### config.mk
export PLATFORM = sky130hd
export DESIGN_NAME = serial_out_sequencer
export DESIGN_NICKNAME = d
export VERILOG_FILES = /design/src/rtl/serial_seq_pkg.sv /design/src/rtl/serial_cmd_fifo.sv /design/src/rtl/serial_out_sequencer.sv
export SDC_FILE = /design/constraint.sdc
export NUM_CORES = 1
export LEC_CHECK = 0
export ABC_AREA = 1
export ABC_CLOCK_PERIOD_IN_PS = 9000
export BUFFER_PORTS_ARGS = -buffer_cell sky130_fd_sc_hd__buf_2
export CAP_MARGIN = 0
export CORE_ASPECT_RATIO = 1.5
export CORE_UTILIZATION = 50
export CTS_CLUSTER_SIZE = 10
export DETAILED_ROUTE_END_ITERATION = 8
export GPL_TIMING_DRIVEN = 0
export HOLD_SLACK_MARGIN = 0.1
export PLACE_DENSITY = 0.68
export SYNTH_ARGS = -nofsm -noshare
export SYNTH_HDL_FRONTEND = slang
export SYNTH_HIERARCHICAL = 1
export SYNTH_SLANG_ARGS = --single-unit
### constraint.sdc
create_clock -name clk -period 9 [get_ports clk]
set_clock_uncertainty 0.1 [all_clocks]
set_input_delay 0.9 -clock clk [delete_from_list [all_inputs] [get_ports clk]]
set_output_delay 0.9 -clock clk [all_outputs]
set_load 0.005 [all_outputs]
### src/rtl/serial_seq_pkg.sv
// rtl/serial_seq_pkg.sv - shared encodings for the serial output sequencer
package serial_seq_pkg;

  localparam logic [1:0] IDLE_HIGH   = 2'b00;
  localparam logic [1:0] IDLE_LOW    = 2'b01;
  localparam logic [1:0] IDLE_KEEP   = 2'b10;
  localparam logic [1:0] IDLE_REPEAT = 2'b11;

  typedef enum logic [1:0] {
    ST_IDLE  = 2'd0,
    ST_START = 2'd1,
    ST_WAIT  = 2'd2,
    ST_GAP   = 2'd3
  } seq_state_e;

  // Queue entry is {freq, idle[1:0], data}
  localparam int CMD_CTRL_BITS = 3;

  function automatic int cmd_width(input int data_bit);
    return data_bit + CMD_CTRL_BITS;
  endfunction

endpackage

### src/rtl/serial_cmd_fifo.sv
// rtl/serial_cmd_fifo.sv - synchronous command queue with push/pop/flush
module serial_cmd_fifo #(
  parameter int WIDTH = 19,
  parameter int DEPTH = 8
) (
  input  logic                   clk,
  input  logic                   rst_n,
  input  logic                   i_push,
  input  logic                   i_pop,
  input  logic                   i_flush,
  input  logic [WIDTH-1:0]       i_wdata,
  output logic [WIDTH-1:0]       o_rdata,
  output logic                   o_full,
  output logic                   o_empty,
  output logic [$clog2(DEPTH):0] o_level,
  output logic                   o_overflow
);

  localparam int AW = $clog2(DEPTH);
  localparam int LW = AW + 1;

  logic [WIDTH-1:0] mem_q [DEPTH];
  logic [AW-1:0]    wr_ptr_q;
  logic [AW-1:0]    rd_ptr_q;
  logic [LW-1:0]    level_q;
  logic             push_ok;
  logic             pop_ok;

  assign o_full     = (level_q == LW'(DEPTH));
  assign o_empty    = (level_q == '0);
  assign o_level    = level_q;
  assign o_rdata    = mem_q[rd_ptr_q];

  // A pop frees the slot in the same cycle, so a push on full is accepted then
  assign pop_ok     = i_pop & ~o_empty & ~i_flush;
  assign push_ok    = i_push & (~o_full | pop_ok) & ~i_flush;
  assign o_overflow = i_push & o_full & ~pop_ok & ~i_flush;

  always_ff @(posedge clk) begin
    if (push_ok) begin
      mem_q[wr_ptr_q] <= i_wdata;
    end
  end

  always_ff @(posedge clk or negedge rst_n) begin
    if (!rst_n) begin
      wr_ptr_q <= '0;
      rd_ptr_q <= '0;
      level_q  <= '0;
    end else if (i_flush) begin
      wr_ptr_q <= '0;
      rd_ptr_q <= '0;
      level_q  <= '0;
    end else begin
      if (push_ok) begin
        wr_ptr_q <= wr_ptr_q + AW'(1);
      end
      if (pop_ok) begin
        rd_ptr_q <= rd_ptr_q + AW'(1);
      end
      case ({push_ok, pop_ok})
        2'b10:   level_q <= level_q + LW'(1);
        2'b01:   level_q <= level_q - LW'(1);
        default: level_q <= level_q;
      endcase
    end
  end

endmodule

### src/rtl/serial_out_sequencer.sv
// rtl/serial_out_sequencer.sv - queues words and dispatches them to the serial engine
module serial_out_sequencer
  import serial_seq_pkg::*;
#(
  parameter int DATA_BIT    = 16,
  parameter int FIFO_DEPTH  = 8,
  parameter int GAP_CYC     = 4,
  parameter int TIMEOUT_CYC = 65535
) (
  input  logic                        clk,
  input  logic                        rst_n,
  input  logic                        i_wr_en,
  input  logic [DATA_BIT-1:0]         i_wr_data,
  input  logic                        i_wr_freq,
  input  logic [1:0]                  i_wr_idle,
  input  logic                        i_run,
  input  logic                        i_abort,
  input  logic                        i_done_tick,
  output logic                        o_start,
  output logic                        o_stop,
  output logic                        o_sel_freq,
  output logic [1:0]                  o_idle_mode,
  output logic [DATA_BIT-1:0]         o_data,
  output logic                        o_full,
  output logic                        o_empty,
  output logic [$clog2(FIFO_DEPTH):0] o_level,
  output logic                        o_busy,
  output logic                        o_seq_done,
  output logic                        o_err
);

  localparam int CW = cmd_width(DATA_BIT);
  localparam int GW = (GAP_CYC > 1) ? $clog2(GAP_CYC) : 1;
  localparam int TW = $clog2(TIMEOUT_CYC + 1);
  localparam logic [GW-1:0] GAP_LOAD = GW'((GAP_CYC > 0) ? GAP_CYC - 1 : 0);
  // Loaded one short so o_stop lands TIMEOUT_CYC cycles after o_start
  localparam logic [TW-1:0] WDOG_LOAD = TW'(TIMEOUT_CYC - 1);

  seq_state_e          state_q, state_d;
  logic [GW-1:0]       gap_q, gap_d;
  logic [TW-1:0]       wdog_q, wdog_d;
  logic [DATA_BIT-1:0] data_q, data_d;
  logic                freq_q, freq_d;
  logic [1:0]          idle_q, idle_d;
  logic                stop_q, stop_d;
  logic                seq_done_q, seq_done_d;
  logic                err_q, err_d;

  logic                pop;
  logic                flush;
  logic                word_fin;
  logic                gap_expire;
  logic [CW-1:0]       head;
  logic                fifo_ovf;

  serial_cmd_fifo #(
    .WIDTH (CW),
    .DEPTH (FIFO_DEPTH)
  ) u_fifo (
    .clk        (clk),
    .rst_n      (rst_n),
    .i_push     (i_wr_en),
    .i_pop      (pop),
    .i_flush    (flush),
    .i_wdata    ({i_wr_freq, i_wr_idle, i_wr_data}),
    .o_rdata    (head),
    .o_full     (o_full),
    .o_empty    (o_empty),
    .o_level    (o_level),
    .o_overflow (fifo_ovf)
  );

  always_comb begin
    state_d    = state_q;
    gap_d      = gap_q;
    wdog_d     = wdog_q;
    data_d     = data_q;
    freq_d     = freq_q;
    idle_d     = idle_q;
    stop_d     = 1'b0;
    seq_done_d = 1'b0;
    err_d      = err_q | fifo_ovf;
    pop        = 1'b0;
    flush      = 1'b0;
    word_fin   = 1'b0;
    gap_expire = 1'b0;

    if (i_abort) begin
      flush   = 1'b1;
      state_d = ST_IDLE;
      stop_d  = (state_q == ST_START) || (state_q == ST_WAIT);
    end else begin
      case (state_q)
        ST_IDLE: begin
          pop = i_run & ~o_empty;
        end
        ST_START: begin
          wdog_d  = WDOG_LOAD;
          state_d = ST_WAIT;
        end
        ST_WAIT: begin
          if (i_done_tick) begin
            word_fin = 1'b1;
          end else if (wdog_q <= TW'(1)) begin
            stop_d   = 1'b1;
            err_d    = 1'b1;
            word_fin = 1'b1;
          end else begin
            wdog_d = wdog_q - TW'(1);
          end
        end
        ST_GAP: begin
          if (gap_q == '0) begin
            gap_expire = 1'b1;
          end else begin
            gap_d = gap_q - GW'(1);
          end
        end
        default: state_d = ST_IDLE;
      endcase

      // With no gap configured, a finished word expires the gap immediately
      if (word_fin) begin
        if (GAP_CYC == 0) begin
          gap_expire = 1'b1;
        end else begin
          state_d = ST_GAP;
          gap_d   = GAP_LOAD;
        end
      end

      if (gap_expire) begin
        if (i_run && !o_empty) begin
          pop = 1'b1;
        end else begin
          state_d    = ST_IDLE;
          seq_done_d = o_empty;
        end
      end

      if (pop) begin
        state_d = ST_START;
        data_d  = head[DATA_BIT-1:0];
        idle_d  = head[CW-2 -: 2];
        freq_d  = head[CW-1];
      end
    end
  end

  always_ff @(posedge clk or negedge rst_n) begin
    if (!rst_n) begin
      state_q    <= ST_IDLE;
      gap_q      <= '0;
      wdog_q     <= '0;
      data_q     <= '0;
      freq_q     <= 1'b0;
      idle_q     <= 2'b00;
      stop_q     <= 1'b0;
      seq_done_q <= 1'b0;
      err_q      <= 1'b0;
    end else begin
      state_q    <= state_d;
      gap_q      <= gap_d;
      wdog_q     <= wdog_d;
      data_q     <= data_d;
      freq_q     <= freq_d;
      idle_q     <= idle_d;
      stop_q     <= stop_d;
      seq_done_q <= seq_done_d;
      err_q      <= err_d;
    end
  end

  assign o_start     = (state_q == ST_START);
  assign o_busy      = (state_q != ST_IDLE);
  assign o_stop      = stop_q;
  assign o_sel_freq  = freq_q;
  assign o_idle_mode = idle_q;
  assign o_data      = data_q;
  assign o_seq_done  = seq_done_q;
  assign o_err       = err_q;

endmodule

After elaboration in Yosys (flattened, before gate mapping)
Memory sizes are Yosys's and may differ from the RTL's. A register that Yosys moved wholly into a read port is not among the register bits.
Index checks and enable logic that the tools add are counted.

cells by class
  add/sub/neg operators = 6
  magnitude comparators = 1
  eq/ne operators = 9
  muxes and demuxes = 43
  bitwise gates (word level) = 15
  reductions and logical operators = 16

operators with widths
  kind                                                  number
  two-way mux 16 bit                                    2
  case mux 16 bit (2 select lines)                      1
  two-way mux 1 bit                                     25
  two-way mux 2 bit                                     9
  <= comparator 16 x 1 -> 1 bit, second input constant  1
  subtractor 16 x 1 -> 16 bit, second input constant    1
  two-way mux 3 bit                                     4
  nonzero test 2 bit                                    5
  bitwise AND 1 bit                                     8
  case mux 4 bit (2 select lines)                       1
  adder 3 x 1 -> 3 bit, second input constant           2
  == test 2 bit, second input constant                  3
  inverter 1 bit                                        5
  adder 4 x 1 -> 4 bit, second input constant           1
  == test 2 x 1 -> 1 bit, second input constant         2
  == test 4 bit, second input constant                  1
  zero test 2 bit                                       2
  zero test 4 bit                                       1
  two-way mux 4 bit                                     1
  inequality test 2 bit, second input constant          2
  AND reduction 4 bit                                   1
  subtractor 4 x 1 -> 4 bit, second input constant      1
  AND reduction 3 bit                                   1
  nonzero test 3 bit                                    1
  other kinds (7)                                       9

storage, ports and cells
  register bits = 33
  RAM bits = 152
  input bits = 25
  word-level logic and storage cells = 100
  memories kept = 1

memories
  memory        words  width  rd ports  clocked after Yosys merged registers in  wr ports  line                   source
  u_fifo.mem_q  8      19     1         1                                        1         serial_cmd_fifo.sv:22  logic [WIDTH-1:0] mem_q [DEPTH];

Depth between registers and ports, before layout
Gate-level depths: netlist of run 1.

  depth in word-level cells = 18
  depth in mapped cells = 18

Hierarchy
Netlist of run 1, hierarchy kept.

by module, submodules not included
  module                times used  cells an instance  area each (µm²)
  serial_cmd_fifo       1           503                6566.3
  serial_out_sequencer  1           298                2308.5

Least setup slack after synthesis of run 1
OpenSTA, ideal clock, no wires.

  path kind = input to register
  start = input port i_abort
  end = memory u_fifo.mem_q[0][0] (enable)
  library setup time = 0.395 ns
  arrival time = 2.896 ns
  required time = 8.505 ns
  path slack = 5.610 ns
  stages on the path = 10
  buffers on the path = 1
  cells stage by stage = inv_1 -> nand4_1 -> inv_1 -> clkbuf_1 -> nand3_2 -> nand2_1 -> nand2_1 -> nor2_2 -> nand2_1 -> nor2_1

on the way
  cells in the longest elaborated chain, start to end = 8
  elaborated cells between the ends (all ways) = 10

RTL lines
  item                                     line                        source
  start: declaration                       serial_out_sequencer.sv:17  input logic i_abort,
  two-way mux 1 bit                        serial_out_sequencer.sv:88  if (i_abort) begin
  net pop                                  serial_out_sequencer.sv:49  logic pop;
  bitwise AND 1 bit (2 in series)          serial_cmd_fifo.sv:35       assign pop_ok = i_pop & ~o_empty & ~i_flush;
  bitwise OR 1 bit                         serial_cmd_fifo.sv:36       assign push_ok = i_push & (~o_full | pop_ok) & ~i_flush;
  bitwise AND 1 bit (2 in series)          serial_cmd_fifo.sv:36
  two-way mux 1 bit                        serial_cmd_fifo.sv:40       if (push_ok) begin
  two-way mux 1 bit (not written as such)  serial_cmd_fifo.sv:41       mem_q[wr_ptr_q] <= i_wdata;
  end: declaration                         serial_cmd_fifo.sv:22

The timed path passes the listed nets, and every way through them passes these cells.

Final worst setup path of run 1
  start = register u_fifo.level_q[0], in the netlist u_fifo/o_level[0]
  end = memory u_fifo.mem_q[1][0] (enable)

on the way
  cells in the longest elaborated chain, start to end = 15
  elaborated cells between the ends (all ways) = 19

RTL lines
  item                                       line                         source
  start: declaration                         serial_cmd_fifo.sv:25        logic [LW-1:0] level_q;
  start signal: assignment                   serial_cmd_fifo.sv:62        2'b10: level_q <= level_q + LW'(1);
  start signal: assignment                   serial_cmd_fifo.sv:63        2'b01: level_q <= level_q - LW'(1);
  start signal: assignment                   serial_cmd_fifo.sv:64        default: level_q <= level_q;
  zero test 4 bit *                          serial_cmd_fifo.sv:30        assign o_empty = (level_q == '0);
  inverter 1 bit                             serial_out_sequencer.sv:95   pop = i_run & ~o_empty;
  bitwise AND 1 bit                          serial_out_sequencer.sv:95
  two-way mux 1 bit                          serial_out_sequencer.sv:93   case (state_q)
  two-way mux 1 bit                          serial_out_sequencer.sv:133  if (i_run && !o_empty) begin
  two-way mux 1 bit *                        serial_out_sequencer.sv:132  if (gap_expire) begin
  two-way mux 1 bit * (2 in series)          serial_out_sequencer.sv:88
  net pop                                    serial_out_sequencer.sv:49
  bitwise AND 1 bit * (2 in series)          serial_cmd_fifo.sv:35
  bitwise OR 1 bit *                         serial_cmd_fifo.sv:36
  bitwise AND 1 bit * (2 in series)          serial_cmd_fifo.sv:36
  two-way mux 1 bit *                        serial_cmd_fifo.sv:40
  two-way mux 1 bit (not written as such) *  serial_cmd_fifo.sv:41

Mark *: on every way through the listed nets, which the timed path passes. The rest lies on a longest branch. The select of a mux whose other input is x is not followed.

==> impl_metrics.env, run 1 <==
export IMPL_status="completed"
export IMPL_syn_nets=839
export IMPL_fmax_ghz=0.282
export IMPL_place_gp_congestion=0.832
export IMPL_synthFlopType="edfxtp_1"
export IMPL_finalSetupViolations=0
export IMPL_die_area_um2=18300
export IMPL_viasPerCell=5.42
export IMPL_drv_cap=0
export IMPL_period_share_pct=39.4
export IMPL_drt_wl_total_um=20200
export IMPL_hpwl_um=13400
export IMPL_vias=6081
export IMPL_ys_seq_area_share_pct=66.1
export IMPL_postSynthCellCount=801
export IMPL_die_y_um=165
export IMPL_rsz0062_at_grt="no"
export IMPL_holdBufCountCts=0
export IMPL_slew_headroom_pct=21.0
export IMPL_path_clk_slew_ns=0.05
export IMPL_avgSynthCellArea_um2=11.1
export IMPL_area_delta_synth_final_pct=15.9
export IMPL_antenna_found_initial=0
export IMPL_grt_pass1_wl_um=31800
export IMPL_drive_gt1_share_pct=15.8
export IMPL_vdd_drop_max_mv=0.158
export IMPL_finish_utilization_pct=59.3
export IMPL_cp_data_required_time_ns=9.11
export IMPL_p_leak_nw=4.17
export IMPL_htreeDepth=1
export IMPL_grt_util_met1_pct=26.6
export IMPL_drcViolationCount=0
export IMPL_numCtsBuffers=24
export IMPL_worstSetupPathType="reg2reg"
export IMPL_core_area_um2=17300
export IMPL_ioPinCount=55
export IMPL_drt_pass1_iter_count=4
export IMPL_grt_use_total_pct=22.5
export IMPL_cp_start_kind="flip-flop"
export IMPL_io_buffers=54
export IMPL_place_ws_ns=4.99
export IMPL_nets=927
export IMPL_powerDensity_nw_per_um2=227
export IMPL_grt_max_degree=53
export IMPL_synth_seq_cells=204
export IMPL_wl_per_cell_um=18.0
export IMPL_cts_tree="yes"
export IMPL_final_min_clock_period_ns=3.55
export IMPL_tns_ns=0
export IMPL_start_util_pct=51.2
export IMPL_post_cts_resized=0
export IMPL_first_iter_violations=487
export IMPL_yosysWarnings=6
export IMPL_use_met3_pct=3.61
export IMPL_grt_busiest_layer="met2"
export IMPL_ys_async_sr_fraction_pct=25.5
export IMPL_synth_edf_count=152
export IMPL_clock_latency_ns=0.51
export IMPL_synth_cell_types=31
export IMPL_slew_viol_final=0
export IMPL_grt_use_met2_pct=41.0
export IMPL_cts_sinks=204
export IMPL_rows=59
export IMPL_syn_area_um2=8870
export IMPL_end_kind="flip-flop"
export IMPL_worstPathArrival_ns=3.66
export IMPL_setup_ws_ns=5.45
export IMPL_ctsRootBufferMaster="clkbuf_16"
export IMPL_die_w_um=111
export IMPL_path_max_fanout=13
export IMPL_grt_pass1_vias=6027
export IMPL_post_cts_buffers=0
export IMPL_antenna_left=0
export IMPL_clockBufferDepth=3
export IMPL_hp_class="reg2reg"
export IMPL_tightestPinTransition_ns=1.18
export IMPL_final_fill_count=1429
export IMPL_grt_overflow=0
export IMPL_hold_violations=0
-- layout make-up --
type	instances	area, µm²	share of cell area [%]
inverters	37	139	1.35
repair buffers	62	412	4.00
well taps	213	267	2.59
flip-flops and latches	204	5870	57.0
plain buffers	34	221	2.15
clock buffers	44	707	6.88
multi-input cells	526	2670	26.0
diodes	1	2.50	0.0243
-- synth_stat cells (5+ instances only) --
master	count	area share (%)
buf_2	6	0.34
clkbuf_1	18	0.76
dfrtp_1	52	15
edfxtp_1	152	51
ha_1	12	1.7
inv_1	35	1.5
mux2i_1	19	2.1
nand2_1	212	9.0
nand3_1	22	1.2
nor2_1	129	5.5
nor2_2	5	0.35
o21ai_0	43	2.4
o21ai_2	15	1.5
o22ai_1	19	1.3
o32ai_1	19	1.9
xor2_1	7	0.69
-- sequential cells by signal, indices dropped and copies added (netlist names) --
signal,flops
o_data,16
u_fifo/mem_q,152
o_seq_done,1
state_q,2
o_sel_freq,1
u_fifo/rd_ptr_q,3
o_idle_mode,2
gap_q,2
wdog_q,16
u_fifo/wr_ptr_q,3
u_fifo/o_level,4
o_err,1
o_stop,1
-- routing by layer --
| layer | routed length [µm] | vias to the layer above |
|---|---|---|
| met5 | 0 | - |
| met4 | 571 | 0 |
| met3 | 1080 | 43 |
| met2 | 10500 | 179 |
| met1 | 8030 | 2942 |
| li1 | - | 2917 |
-- stage by stage --
| stage | power (mW) | hold WS (ns) | instances | cell area (µm²) |
|---|---|---|---|---|
| after floorplan | 1.37 | 0.342 | 801 | 8870 |
| after global placement | 1.47 | 0.349 | 1068 | 9410 |
| after detailed placement | 1.48 | 0.359 | 1076 | 9570 |
| after CTS | 2.35 | 0.374 | 1120 | 10300 |
| after global routing | 2.45 | 0.398 | 1120 | 10300 |
| final | 2.33 | 0.368 | 1121 | 10300 |
-- logic make-up after synthesis --
kind of cell    synth area share, %
compound gates                 7.39
xor+xnor                      0.691
fa+ha+maj                      1.92
buf+inv                        4.06
flops                          66.1
mux                            2.14
simple gates                   17.7
-- power by group --
group	internal, mW	switching, mW
registers	1.09	0.0693
clock network	0.523	0.349
logic	0.122	0.176
-- worst paths after layout --
kind	slack (ns)	cells past startpoint	end	start
max	5.45	14	u_fifo/mem_q[1][0]	u_fifo/o_level[0]
min	0.37	2	o_err	o_err
max reg2reg	5.45	14	u_fifo/mem_q[1][0]	u_fifo/o_level[0]
min reg2reg	0.37	2	o_err	o_err
max in group asynchronous	7.53	1	o_data[0]	rst_n
min in group asynchronous	0.53	1	gap_q[1]	rst_n
-- cell usage in the layout, fill, tap and decap left out, types with 3 or more instances in the layout --
master	n
nor2_1	121
nor3_1	4
o21ai_0	43
buf_8	5
clkbuf_16	25
a21oi_1	3
buf_2	60
xor2_1	7
nand2_2	4
o22ai_1	19
nor2_2	13
buf_12	3
o32ai_1	19
nand3_1	22
dfrtp_1	52
nand3b_1	4
inv_1	35
clkbuf_1	36
edfxtp_1	152
ha_1	12
nand2_1	212
buf_6	5
mux2i_1	19
o21ai_2	15
-- critical path, cell delays in order, from the launching register on --
cell,delay (ns)
dfrtp_1,0.46
nor2_1,0.12
nand2_2,0.13
inv_1,0.07
inv_1,0.07
nand4_1,0.17
inv_1,0.11
clkbuf_1,0.47
nand3_2,0.21
nand2_1,0.10
nand2_1,0.09
nor2_2,0.14
nand2_1,0.17
nor2_2,0.59
buf_6,0.25
Note: power is estimated with default switching activity, not from simulation.
==> inputs of run 2 (changes only) <==
ABC_AREA = 0   (was 1)
ABC_CLOCK_PERIOD_IN_PS = 2900   (was 9000)
PLACE_DENSITY = 0.7   (was 0.68)
clock period = 2.9 ns   (was 9 ns; I/O delays follow)
==> run 2 against run 1 <==
Against the previous run:
- via count shrank 21%
- sequential power grew to 3.1 times the previous value
- critical path type unchanged
- combinational power grew to 3.0 times the previous value
- setup slack lost 5.3 ns
==> impl_metrics.env, run 2 <==
export IMPL_status="completed"
export IMPL_wl_per_cell_um=20.6
export IMPL_antenna_cells=0
export IMPL_yosys_area_top_type_share_pct=53.4
export IMPL_crit_buf_inv=2
export IMPL_avgSynthCellArea_um2=17.5
export IMPL_cts_tree="yes"
export IMPL_yosysWarnings=6
export IMPL_synth_seq_cells=204
export IMPL_path_max_fanout=7
export IMPL_vias=4794
export IMPL_regMostFlops="u_fifo/mem_q"
export IMPL_rr_startpoint="u_fifo/o_level[0]"
export IMPL_drt_pass1_iter_count=4
export IMPL_cts_sinks=204
export IMPL_path_clk_slew_ns=0.06
export IMPL_period_share_pct=96.0
export IMPL_slew_viol_final=0
export IMPL_worstPathArrival_ns=3.04
export IMPL_postSynthCellCount=487
export IMPL_powerDensity_nw_per_um2=683
export IMPL_hold_ws_ns=0.266
export IMPL_rows=58
export IMPL_synth_edf_count=152
export IMPL_worstSetupPathType="reg2reg"
export IMPL_antenna_found_initial=0
export IMPL_cp_data_required_time_ns=3.16
export IMPL_grt_pass1_wl_um=26600
export IMPL_rr_worst_depth=12
export IMPL_final_common_cell="edfxtp_1"
export IMPL_finalSetupViolations=0
export IMPL_first_iter_violations=295
export IMPL_ys_seq_area_share_pct=68.7
export IMPL_vdd_drop_max_mv=0.438
export IMPL_cp_start_kind="flip-flop"
export IMPL_antenna_left=0
export IMPL_place_gp_congestion=0.820
export IMPL_ctsRootBufferMaster="clkbuf_16"
export IMPL_synth_common_cells="edfxtp_1 (152), dfrtp_1 (52), mux2_2 (38), mux4_2 (38), nor2_1 (22)"
export IMPL_core_area_um2=16800
export IMPL_final_fill_count=1187
export IMPL_yosysTopAreaCell="edfxtp_1"
export IMPL_clockBufferDepth=3
export IMPL_clock_latency_ns=0.50
export IMPL_grt_overflow=0
export IMPL_final_cell_mix="edfxtp_1 (152), buf_2 (58), dfrtp_1 (48)"
export IMPL_grt_max_degree=53
export IMPL_syn_nets=525
export IMPL_tightestPinTransition_ns=0.803
export IMPL_hold_violations=0
export IMPL_grt_use_total_pct=20.3
export IMPL_area_delta_synth_final_pct=23.0
export IMPL_syn_area_um2=8540
export IMPL_startpoint="u_fifo/o_level[0]"
export IMPL_drcViolationCount=0
export IMPL_die_w_um=109
export IMPL_rr_endpoint="u_fifo/o_level[3]"
export IMPL_crit_chain="buf_6, or3_4, nor2_4, nor4b_4, buf_4, o21ai_4, nor3_4, ha_2, nor2_1, or4_4, a31oi_2, a21oi_2"
export IMPL_io_buffers=54
export IMPL_min_path_cells=5
export IMPL_tns_ns=0
export IMPL_hpwl_um=10500
export IMPL_slew_headroom_pct=46.5
export IMPL_grt_pass1_vias=5018
export IMPL_hp_class="in2reg"
export IMPL_start_util_pct=50.9
export IMPL_ys_top_cells_by_area="edfxtp_1 (53%), dfrtp_1 (15%), mux4_2 (10%), mux2_2 (5.0%), ha_1 (1.8%)"
export IMPL_p_leak_nw=3.68
export IMPL_viasPerCell=5.69
export IMPL_slowest_stage="or4_4"
export IMPL_drt_wl_total_um=17300
export IMPL_synthFlopType="edfxtp_1"
export IMPL_final_min_clock_period_ns=2.78
export IMPL_ioPinCount=55
export IMPL_die_area_um2=17600
export IMPL_die_y_um=162
export IMPL_yosysMostFrequentCell="edfxtp_1"
export IMPL_drive_gt1_share_pct=38.4
export IMPL_crit_family="simple AND/OR/NAND/NOR gates"
export IMPL_cp_slowest_stage_delay_ns=0.43
export IMPL_r2r_setup_slack_ns=0.12
export IMPL_htreeDepth=1
export IMPL_nets=652
export IMPL_synth_cell_types=54
export IMPL_hold_end="u_fifo/o_level[2]"
export IMPL_numCtsBuffers=24
export IMPL_end_kind="flip-flop"
export IMPL_drv_cap=0
export IMPL_largest_register_ffs=152
export IMPL_hp_start="i_wr_en"
export IMPL_ys_async_sr_fraction_pct=25.5
export IMPL_fmax_ghz=0.359
run 2: changes by cell type after synthesis, sizes merged, moves of 13 or more:
cell,before,now
nand3,24,11
mux4,0,38
nor2,134,22
nand2,219,17
inv,37,10
o22ai,19,0
mux2i,19,4
mux2,0,38
o32ai,19,0
o21ai,58,11
run 2: layout make-up:
type / count / area [µm²] / area share, %
repair buffers: 104 / 798 / 7.60
flip-flops and latches: 204 / 5870 / 55.9
well taps: 210 / 263 / 2.50
inverters: 10 / 37.5 / 0.357
plain buffers: 19 / 125 / 1.19
multi-input cells: 251 / 2700 / 25.7
clock inverters: 1 / 3.75 / 0.0357
clock buffers: 43 / 713 / 6.79
run 2: how the worst max path moves through the flow:
stage / end / slack, ns / cells after the start
2_1_floorplan: u_fifo/mem_q[0][0] / -0.33 / 11
5_1_grt: u_fifo/o_level[3] / -0.02 / 12
3_5_place_dp: u_fifo/mem_q[6][8] / -0.84 / 11
4_1_cts: u_fifo/o_level[3] / 0.01 / 12
6_report: u_fifo/o_level[3] / 0.12 / 12
3_3_place_gp: u_fifo/mem_q[0][12] / -1.14 / 11
run 2: kinds of logic (layout without fill, tap and decap cells):
kind of cell    Yosys count  count (layout)  synth area share, %
fa+ha+maj                13              13                 1.99
buf+inv                  32             177                 2.14
compound gates           43              43                 3.66
mux                      80              80                 15.5
simple gates            104             104                 6.90
flops                   204             204                 68.7
xor+xnor                 11              11                 1.13
run 2: worst reg2reg max path, stage by stage (launching register included):
cell,delay (ns)
dfrtp_1,0.39
buf_6,0.14
or3_4,0.39
nor2_4,0.13
nor4b_4,0.06
buf_4,0.16
o21ai_4,0.08
nor3_4,0.08
ha_2,0.36
nor2_1,0.08
or4_4,0.43
a31oi_2,0.17
a21oi_2,0.07
run 2: through the flow:
step                power [mW]  util (%)  worst slack, ns  cell area [µm²]  instances
floorplan                 4.12         -           -0.335             8680        487
global placement          4.42      55.0            -1.14             9210        751
detailed placement        4.47      55.1           -0.842             9240        753
CTS                       7.22      62.0           0.0125            10400        836
global route              7.48      62.7          -0.0171            10500        842
finish                    7.18      62.7            0.117            10500        842
run 2: layer usage:
| layer | global-route usage (%) | wire length, µm |
|---|---|---|
| met1 | 25.1 | 6650 |
| met2 | 35.2 | 9340 |
| met3 | 3.45 | 898 |
| met4 | 7.99 | 440 |
| met5 | 0 | 0 |
run 2: where the power goes:
part / internal [mW] / switching, mW / total, mW
clock network: 1.64 / 1.05 / 2.70
logic: 0.465 / 0.430 / 0.894
registers: 3.41 / 0.179 / 3.59
run 2: timing repair:
action / CTS / global route
endpoints found under the setup margin: 154 / 133
resized for setup: 4 / 17
hold buffers: 22 / 0
pin swaps: 10 / 8
endpoints found under the hold margin: 208 / 0
buffers inserted: 19 / 7
